--- src/rtl/button_debounce_array.sv ---
// button_debounce_array
//   Multi-channel button debouncer. Each raw button is synchronised,
//   then a four-state filter accepts a press or a release only after
//   STABLE_CYCLES consecutive identical synchronised samples. Each
//   channel also produces one-cycle press, release and auto-repeat pulses.
//
// Ports
//   clk            system clock (25 MHz)
//   rst            asynchronous reset, active-high
//   button[N_CH]   raw asynchronous buttons, 1 = pressed
//   level[N_CH]    debounced level
//   press[N_CH]    one-cycle pulse on an accepted press
//   release_pulse  one-cycle pulse on an accepted release
//   repeat_pulse   one-cycle auto-repeat pulse while held
//   ("release" and "repeat" are SystemVerilog keywords, hence the suffix.)

module button_debounce_array #(
  parameter int N_CH          = 4,
  parameter int SYNC_STAGES   = 2,
  parameter int STABLE_CYCLES = 3,
  parameter int REPEAT_DELAY  = 0,
  parameter int REPEAT_PERIOD = 1
) (
  input  logic            clk,
  input  logic            rst,
  input  logic [N_CH-1:0] button,
  output logic [N_CH-1:0] level,
  output logic [N_CH-1:0] press,
  output logic [N_CH-1:0] release_pulse,
  output logic [N_CH-1:0] repeat_pulse
);

  typedef enum logic [1:0] {IDLE, PRESS_CHK, HELD, REL_CHK} state_t;

  localparam logic [7:0]  CNT_LAST  = 8'(STABLE_CYCLES - 1);
  localparam logic [23:0] DELAY     = 24'(REPEAT_DELAY);
  localparam logic [23:0] PERIOD    = 24'(REPEAT_PERIOD);
  localparam bit          REPEAT_EN = (REPEAT_DELAY > 0);

  if (STABLE_CYCLES < 2 || STABLE_CYCLES > 255) begin : g_bad_stable
    $error("button_debounce_array: STABLE_CYCLES must be in 2..255");
  end
  if (SYNC_STAGES < 2) begin : g_bad_sync
    $error("button_debounce_array: SYNC_STAGES must be at least 2");
  end
  if (REPEAT_PERIOD == 0) begin : g_bad_period
    $error("button_debounce_array: REPEAT_PERIOD must be at least 1");
  end

  for (genvar i = 0; i < N_CH; i++) begin : g_ch
    logic [SYNC_STAGES-1:0] sync;
    logic                   s;
    state_t                 state, state_nxt;
    logic [7:0]             cnt, cnt_nxt;
    logic [23:0]            rcnt, rcnt_nxt, rinc;
    logic                   rdone, rdone_nxt;  // first repeat already issued
    logic                   press_nxt, rel_nxt, rpt_nxt, level_nxt;
    logic                   level_q, press_q, rel_q, rpt_q;

    assign s = sync[SYNC_STAGES-1];

    // NOTE: sequential state uses non-blocking assignments only, so every
    // flop samples the pre-edge value of every other flop.
    always_ff @(posedge clk or posedge rst) begin
      if (rst) sync <= '0;
      else     sync <= {sync[SYNC_STAGES-2:0], button[i]};
    end

    // Saturating increment: a very long hold can never wrap the counter
    // back onto a repeat threshold.
    assign rinc = (rcnt == 24'hFF_FFFF) ? rcnt : rcnt + 24'd1;

    // NOTE: every variable gets a default before the case statement so no
    // path leaves it unassigned, which would infer a latch.
    always_comb begin
      state_nxt = state;
      cnt_nxt   = cnt;
      rcnt_nxt  = rcnt;
      rdone_nxt = rdone;
      press_nxt = 1'b0;
      rel_nxt   = 1'b0;
      rpt_nxt   = 1'b0;
      unique case (state)
        IDLE: begin
          if (s) begin
            state_nxt = PRESS_CHK;
            cnt_nxt   = 8'd1;
          end
        end
        PRESS_CHK: begin
          if (!s) begin
            state_nxt = IDLE;
            cnt_nxt   = 8'd0;
          end else if (cnt == CNT_LAST) begin
            state_nxt = HELD;
            cnt_nxt   = 8'd0;
            press_nxt = 1'b1;
            rcnt_nxt  = 24'd0;
            rdone_nxt = 1'b0;
          end else begin
            cnt_nxt = cnt + 8'd1;
          end
        end
        HELD: begin
          if (!s) begin
            state_nxt = REL_CHK;
            cnt_nxt   = 8'd1;
          end else begin
            // Count held cycles; after the first repeat the counter
            // restarts and is compared against the period instead.
            rcnt_nxt = rinc;
            if (REPEAT_EN && rinc == (rdone ? PERIOD : DELAY)) begin
              rpt_nxt   = 1'b1;
              rcnt_nxt  = 24'd0;
              rdone_nxt = 1'b1;
            end
          end
        end
        REL_CHK: begin
          // rcnt is frozen here so a bounce back to HELD resumes timing.
          if (s) begin
            state_nxt = HELD;
            cnt_nxt   = 8'd0;
          end else if (cnt == CNT_LAST) begin
            state_nxt = IDLE;
            cnt_nxt   = 8'd0;
            rel_nxt   = 1'b1;
            rcnt_nxt  = 24'd0;
            rdone_nxt = 1'b0;
          end else begin
            cnt_nxt = cnt + 8'd1;
          end
        end
        default: state_nxt = IDLE;
      endcase
    end

    assign level_nxt = (state_nxt == HELD) || (state_nxt == REL_CHK);

    always_ff @(posedge clk or posedge rst) begin
      if (rst) begin
        state   <= IDLE;
        cnt     <= 8'd0;
        rcnt    <= 24'd0;
        rdone   <= 1'b0;
        level_q <= 1'b0;
        press_q <= 1'b0;
        rel_q   <= 1'b0;
        rpt_q   <= 1'b0;
      end else begin
        state   <= state_nxt;
        cnt     <= cnt_nxt;
        rcnt    <= rcnt_nxt;
        rdone   <= rdone_nxt;
        level_q <= level_nxt;
        press_q <= press_nxt;
        rel_q   <= rel_nxt;
        rpt_q   <= rpt_nxt;
      end
    end

    assign level[i]         = level_q;
    assign press[i]         = press_q;
    assign release_pulse[i] = rel_q;
    assign repeat_pulse[i]  = rpt_q;
  end

endmodule
--- config.mk ---
export PLATFORM = sky130hd
export DESIGN_NAME = button_debounce_array
export DESIGN_NICKNAME = d
export VERILOG_FILES = /design/src/rtl/button_debounce_array.sv
export SDC_FILE = /design/constraint.sdc
export NUM_CORES = 1
export LEC_CHECK = 0
export CORE_MARGIN = 1
export CORE_UTILIZATION = 28
export CTS_CLUSTER_SIZE = 28
export DETAILED_ROUTE_END_ITERATION = 10
export HOLD_SLACK_MARGIN = 0.15
export MAX_ROUTING_LAYER = met4
export RECOVER_POWER = 50
export SKIP_LAST_GASP = 1
export SYNTH_ARGS = -nofsm -noshare
export SYNTH_HDL_FRONTEND = slang
export SYNTH_SLANG_ARGS = --single-unit
--- constraint.sdc ---
create_clock -name clk -period 1.7 [get_ports clk]
set_clock_uncertainty 0.1 [all_clocks]
set_input_delay 0.34 -clock clk [delete_from_list [all_inputs] [get_ports clk]]
set_output_delay 0.34 -clock clk [all_outputs]
set_load 0.02 [all_outputs]
# Yosys cells after proc, flatten, opt, wreduce, memory -nomap -nowiden
# Index checks and enable logic that the tools add are counted.
[classes]
bitwise = 0
multipliers = 0
order_cmp = 0
n_div = 0
n_reduce_logical = 12
addsub = 4
n_mux = 72
eq_ne = 32
n_shift = 0
[op_table]
columns = ["op", "n"]
rows = [
  ["$mux W8", 20],
  ["$pmux W8 S4", 4],
  ["$mux W2", 24],
  ["$add A8 B1 Y8 const B", 4],
  ["$eq A2 B2 Y1 const B", 16],
  ["$eq A8 B2 Y1 const B", 4],
  ["$pmux W2 S4", 4],
  ["$mux W1", 20],
  ["$ne A2 B2 Y1 const B", 8],
  ["$eq A2 B1 Y1 const B", 4],
  ["$logic_not A2 Y1", 4],
  ["$reduce_and A2 Y1", 4],
  ["$logic_or A1 B1 Y1", 4],
]
[word_totals]
ram_bits = 0
memories = 0
latch_bits = 0
input_bits = 6
out_inout_bits = 16
elab_cells = 144
ff_bits = 60
mem_bits_ro = 0

# Longest topological paths before layout
[logic_depth]
depth_word = 6
depth_mapped = 7
depth_no_buf = 6

# Least setup slack after synthesis
# Ideal clock, no wire load.
[synth_path]
kind = "reg2reg"
startpoint = "register g_ch[1].cnt[0]"
endpoint = "register g_ch[1].cnt[6]"
setup_ns = 0.086
synth_period_minus_slack_ns = 1.870
t_arrival_ns = 1.684
path_slack_ns = -0.170
n_path_buf = 0
path_stages_with_launch = 7
path_cell_list = "dfrtp_1 > inv_1 > ha_1 > nor4b_2 > a211o_2 > or4_4 > o221ai_2"
[synth_via]
elab_chain_len = 4
elab_cells_between_ends = 6
cone_classes = "1 x add/sub; 1 x eq/ne; 4 x mux"
[synth_rtl]
columns = ["element", "line", "text"]
rows = [
  ["from (decl)", "54", "logic [7:0] cnt, cnt_nxt;"],
  ["from (signal assigned)", "152", "cnt <= cnt_nxt;"],
  ["$add A8 B1 Y8 / $eq A8 B2 Y1 (equally long branches)", "--", ""],
  ["$mux W8 *", "94, 124", ""],
  ["$mux W8, on equally long branches", "121, 91", ""],
  ["$pmux W8 S4 *", "83", "unique case (state)"],
]
# Every way passes the cells marked *; elsewhere a longest branch is shown, timed or not.
# A chain may end at the register's enable or synchronous reset.

# Worst setup path in the final report
# Same ends and word-level chain as after synthesis.

==> out/qor.yml <==
run_status:
  run_status: "finished with violations"
  violations: "negative setup slack"
floorplan:
  rows: 36
  die_w_um: 102.4
  io-pin-count: 22
  initial_core_util_pct: 28.88
  die-area_mm2: 0.01049
  die_h_um: 102.4
  core_mm2: 0.009774
pwr:
  total_power_mw: 5.561
  power.net_switching_mw: 1.960
  leakage_nw: 1.768
  power.density_mw_per_mm2: 1450
  switching_share_pct: 35.25
  seqPwrFrac_pct: 34.0
  comb_power_share_pct: 42.7
  internal-power_mw: 3.601
  p_clk_share_pct: 23.3
  peakVddDrop_uv: 699.0
logic_synthesis:
  netlist_instances: 260
  synth_seq_cells: 58
  syn-cell-area_mm2: 0.002823
  synth_edf_count: 0
  synth_ff_type: "dfrtp_1"
  synth_cell_types: 44
  ys_async_sr_fraction_pct: 100.0
  synth_warnings: 0
  syn_area_per_cell_um2: 10.86
  ys_seq_area_share_pct: 51.42
sta:
  min_period_ps: 1808
  setup-tns-final_ps: -450.1
  fmax_ghz: 0.5531
  setup_viol: 8
  setup_ws_ps: -108.1
  grt_setup_unrepaired: "true"
  slew_headroom_pct: 60.64
  tightestPinTransition_ps: 587.1
  slew_violations: 0
  hold_slack_ps: 248.3
  post-route-period-util_pct: 106.4
  hold_violations: 0
critical_path:
  crit_arrival_ps: 1970
  cp-start-kind: "register"
  ff2ff_path_depth: 6
  reg2reg_slack_ps: -110
  r2r-start: "g_ch[1].cnt[0]"
  timing.rr.end: "g_ch[1].cnt[6]"
  timing.critical_path.to: "g_ch[1].cnt[6]"
  worst_ep_required_time_ps: 1860
  crit_path_max_fanout: 2
  cp-startpoint: "g_ch[1].cnt[0]"
  path_class: "register to register"
  end_kind: "register"
finish:
  finalNetCount: 341
  antenna_cells: 0
  layout_common_cells: "dfrtp_1, buf_4, nand2_1"
  fin_util_pct: 39.23
  multi_input_area_mm2: 0.001391
  fin_area_mm2: 0.003835
  drive_above_1_share_pct: 35.24
  final-seq-area_mm2: 0.001453
  final_common_cell: "dfrtp_1"
  syn_to_final_growth_pct: 35.86
  stdcell_count: 465
  fillerInstances: 958
run:
  maxCapViolations: 0
clock_network:
  cts_sinks: 58
  cts_buffers: 9
  clk_latency_ps: 340
  htreeDepth: 3
  cts_root_buf: "clkbuf_8"
  cts_tree: "built"
  clk_pin_slew_ps: 70
  cts_hold_buf: 0
  clockBufferDepth: 2
placed_design:
  dpl.hpwl_mm: 3.840
  post-place-cells: 431
  dpl-instance-area_mm2: 0.003364
  numPortBuffers: 17
  place_ws_ps: -174.2
  place.gp.congestion: 0.7844
global_routing:
  grt_max_degree: 25
  grt_pass1_wl_mm: 9.604
  globalRouteOverflowTotal: 0
  grtUsageTotal_pct: 12.56
  antenna_found_initial: 0
  grt_pass1_vias: 2151
worst_hold_path:
  hold_class: "register to register"
drt:
  antenna_left: 0
  drt-total-wl_mm: 5.908
  avgRoutedWirePerCell_um: 12.71
  vias: 2143
  drt_iter0_drc: 51
  vias_per_cell: 4.609
  drc: 0
  first_pass_iters: 4
-- worst min path at each step --
| stage | startpoint | endpoint | slack, ps | cells after the start |
|---|---|---|---|---|
| finish | g_ch[2].sync[0] | g_ch[2].sync[1] | 250 | 0 |
| detailed placement | g_ch[1].sync[0] | g_ch[1].sync[1] | 230 | 0 |
| global route | g_ch[2].sync[0] | g_ch[2].sync[1] | 250 | 0 |
| CTS | rst | g_ch[1].sync[0] | 230 | 2 |
| floorplan | g_ch[0].sync[0] | g_ch[0].sync[1] | 230 | 0 |
| global placement | g_ch[2].sync[0] | g_ch[2].sync[1] | 240 | 0 |
-- layer usage --
layer,vias up,GRT usage (%),wire [um]
li1,1043,-,-
met1,1049,14.24,2565
met2,40,19.98,3026
met3,11,4.583,230
met4,0,5.275,86
met5,-,-,0
-- repair_timing --
action / CTS / global route
setup buffers: 10 / 10
pin swaps: 6 / 9
cloned: 0 / 1
resized for setup: 19 / 35
endpoints found under the setup margin: 28 / 36
-- synthesized netlist by cell type, types with 2 or more instances --
library cell | n | area share [%]
xnor2_1 | 8 | 2.5
buf_4 | 17 | 4.5
dfrtp_1 | 58 | 51
a211oi_2 | 2 | 0.89
mux2_2 | 8 | 3.2
or2_2 | 2 | 0.44
nand2b_1 | 5 | 1.1
and4_1 | 2 | 0.62
and3_1 | 6 | 1.3
a21o_1 | 4 | 1.1
nand3_1 | 14 | 2.5
a22o_1 | 7 | 2.2
o211ai_1 | 2 | 0.53
nand2_1 | 22 | 2.9
ha_1 | 8 | 3.5
a211o_2 | 3 | 1.1
nor2_1 | 11 | 1.5
nor4b_2 | 3 | 1.6
xor2_1 | 2 | 0.62
a211oi_1 | 3 | 0.80
a21oi_1 | 9 | 1.6
o21ai_0 | 6 | 1.1
nor3b_1 | 10 | 2.7
nor3_1 | 6 | 1.1
inv_1 | 12 | 1.6
a31oi_1 | 12 | 2.7
-- area by class of cell --
class                   count  share of cell area [%]
clock buffers              11                   3.948
clock inverters             5                   1.370
inverters                  12                   1.207
multi-input cells         174                   36.28
flip-flops and latches     58                   37.88
well taps                 133                   4.339
repair buffers             72                   14.98
-- registers in the layout, indices dropped and copies added, names as in the netlist --
signal and count:
g_ch.cnt 32, g_ch.sync 8, g_ch.state 6, g_ch.level_q 4, g_ch.press_q 4, g_ch.rel_q 4
-- worst max-delay path, cell delays in order (launching register included) --
cell,delay (ps)
dfrtp_1,380
inv_2,70
ha_4,150
nor4b_4,130
a211o_2,350
or4_4,420
o221ai_2,140
-- logic make-up (layout without fill, tap and decap cells) --
| kind of cell | after synthesis | count (layout) | synth area share [%] |
|---|---|---|---|
| AO/OA/AOI/OAI | 54 | 54 | 13.79 |
| XOR/XNOR | 10 | 10 | 3.103 |
| adder cells (fa/ha/maj) | 8 | 8 | 3.546 |
| other | 1 | 4 | 0.1329 |
| flip-flops | 58 | 58 | 51.42 |
| buffers and inverters | 31 | 100 | 6.693 |
| AND/OR/NAND/NOR | 89 | 89 | 17.78 |
| multiplexers | 9 | 9 | 3.546 |
-- power by group through the flow --
stage	clock (mW)	sequential, mW	combinational, mW
detailed placement	0	1.88	1.86
global placement	0	1.87	1.80
global route	1.40	1.92	2.61
finish	1.30	1.89	2.38
CTS	1.34	1.86	2.07
floorplan	0	1.89	1.21
(Power assumes the default switching activity.)
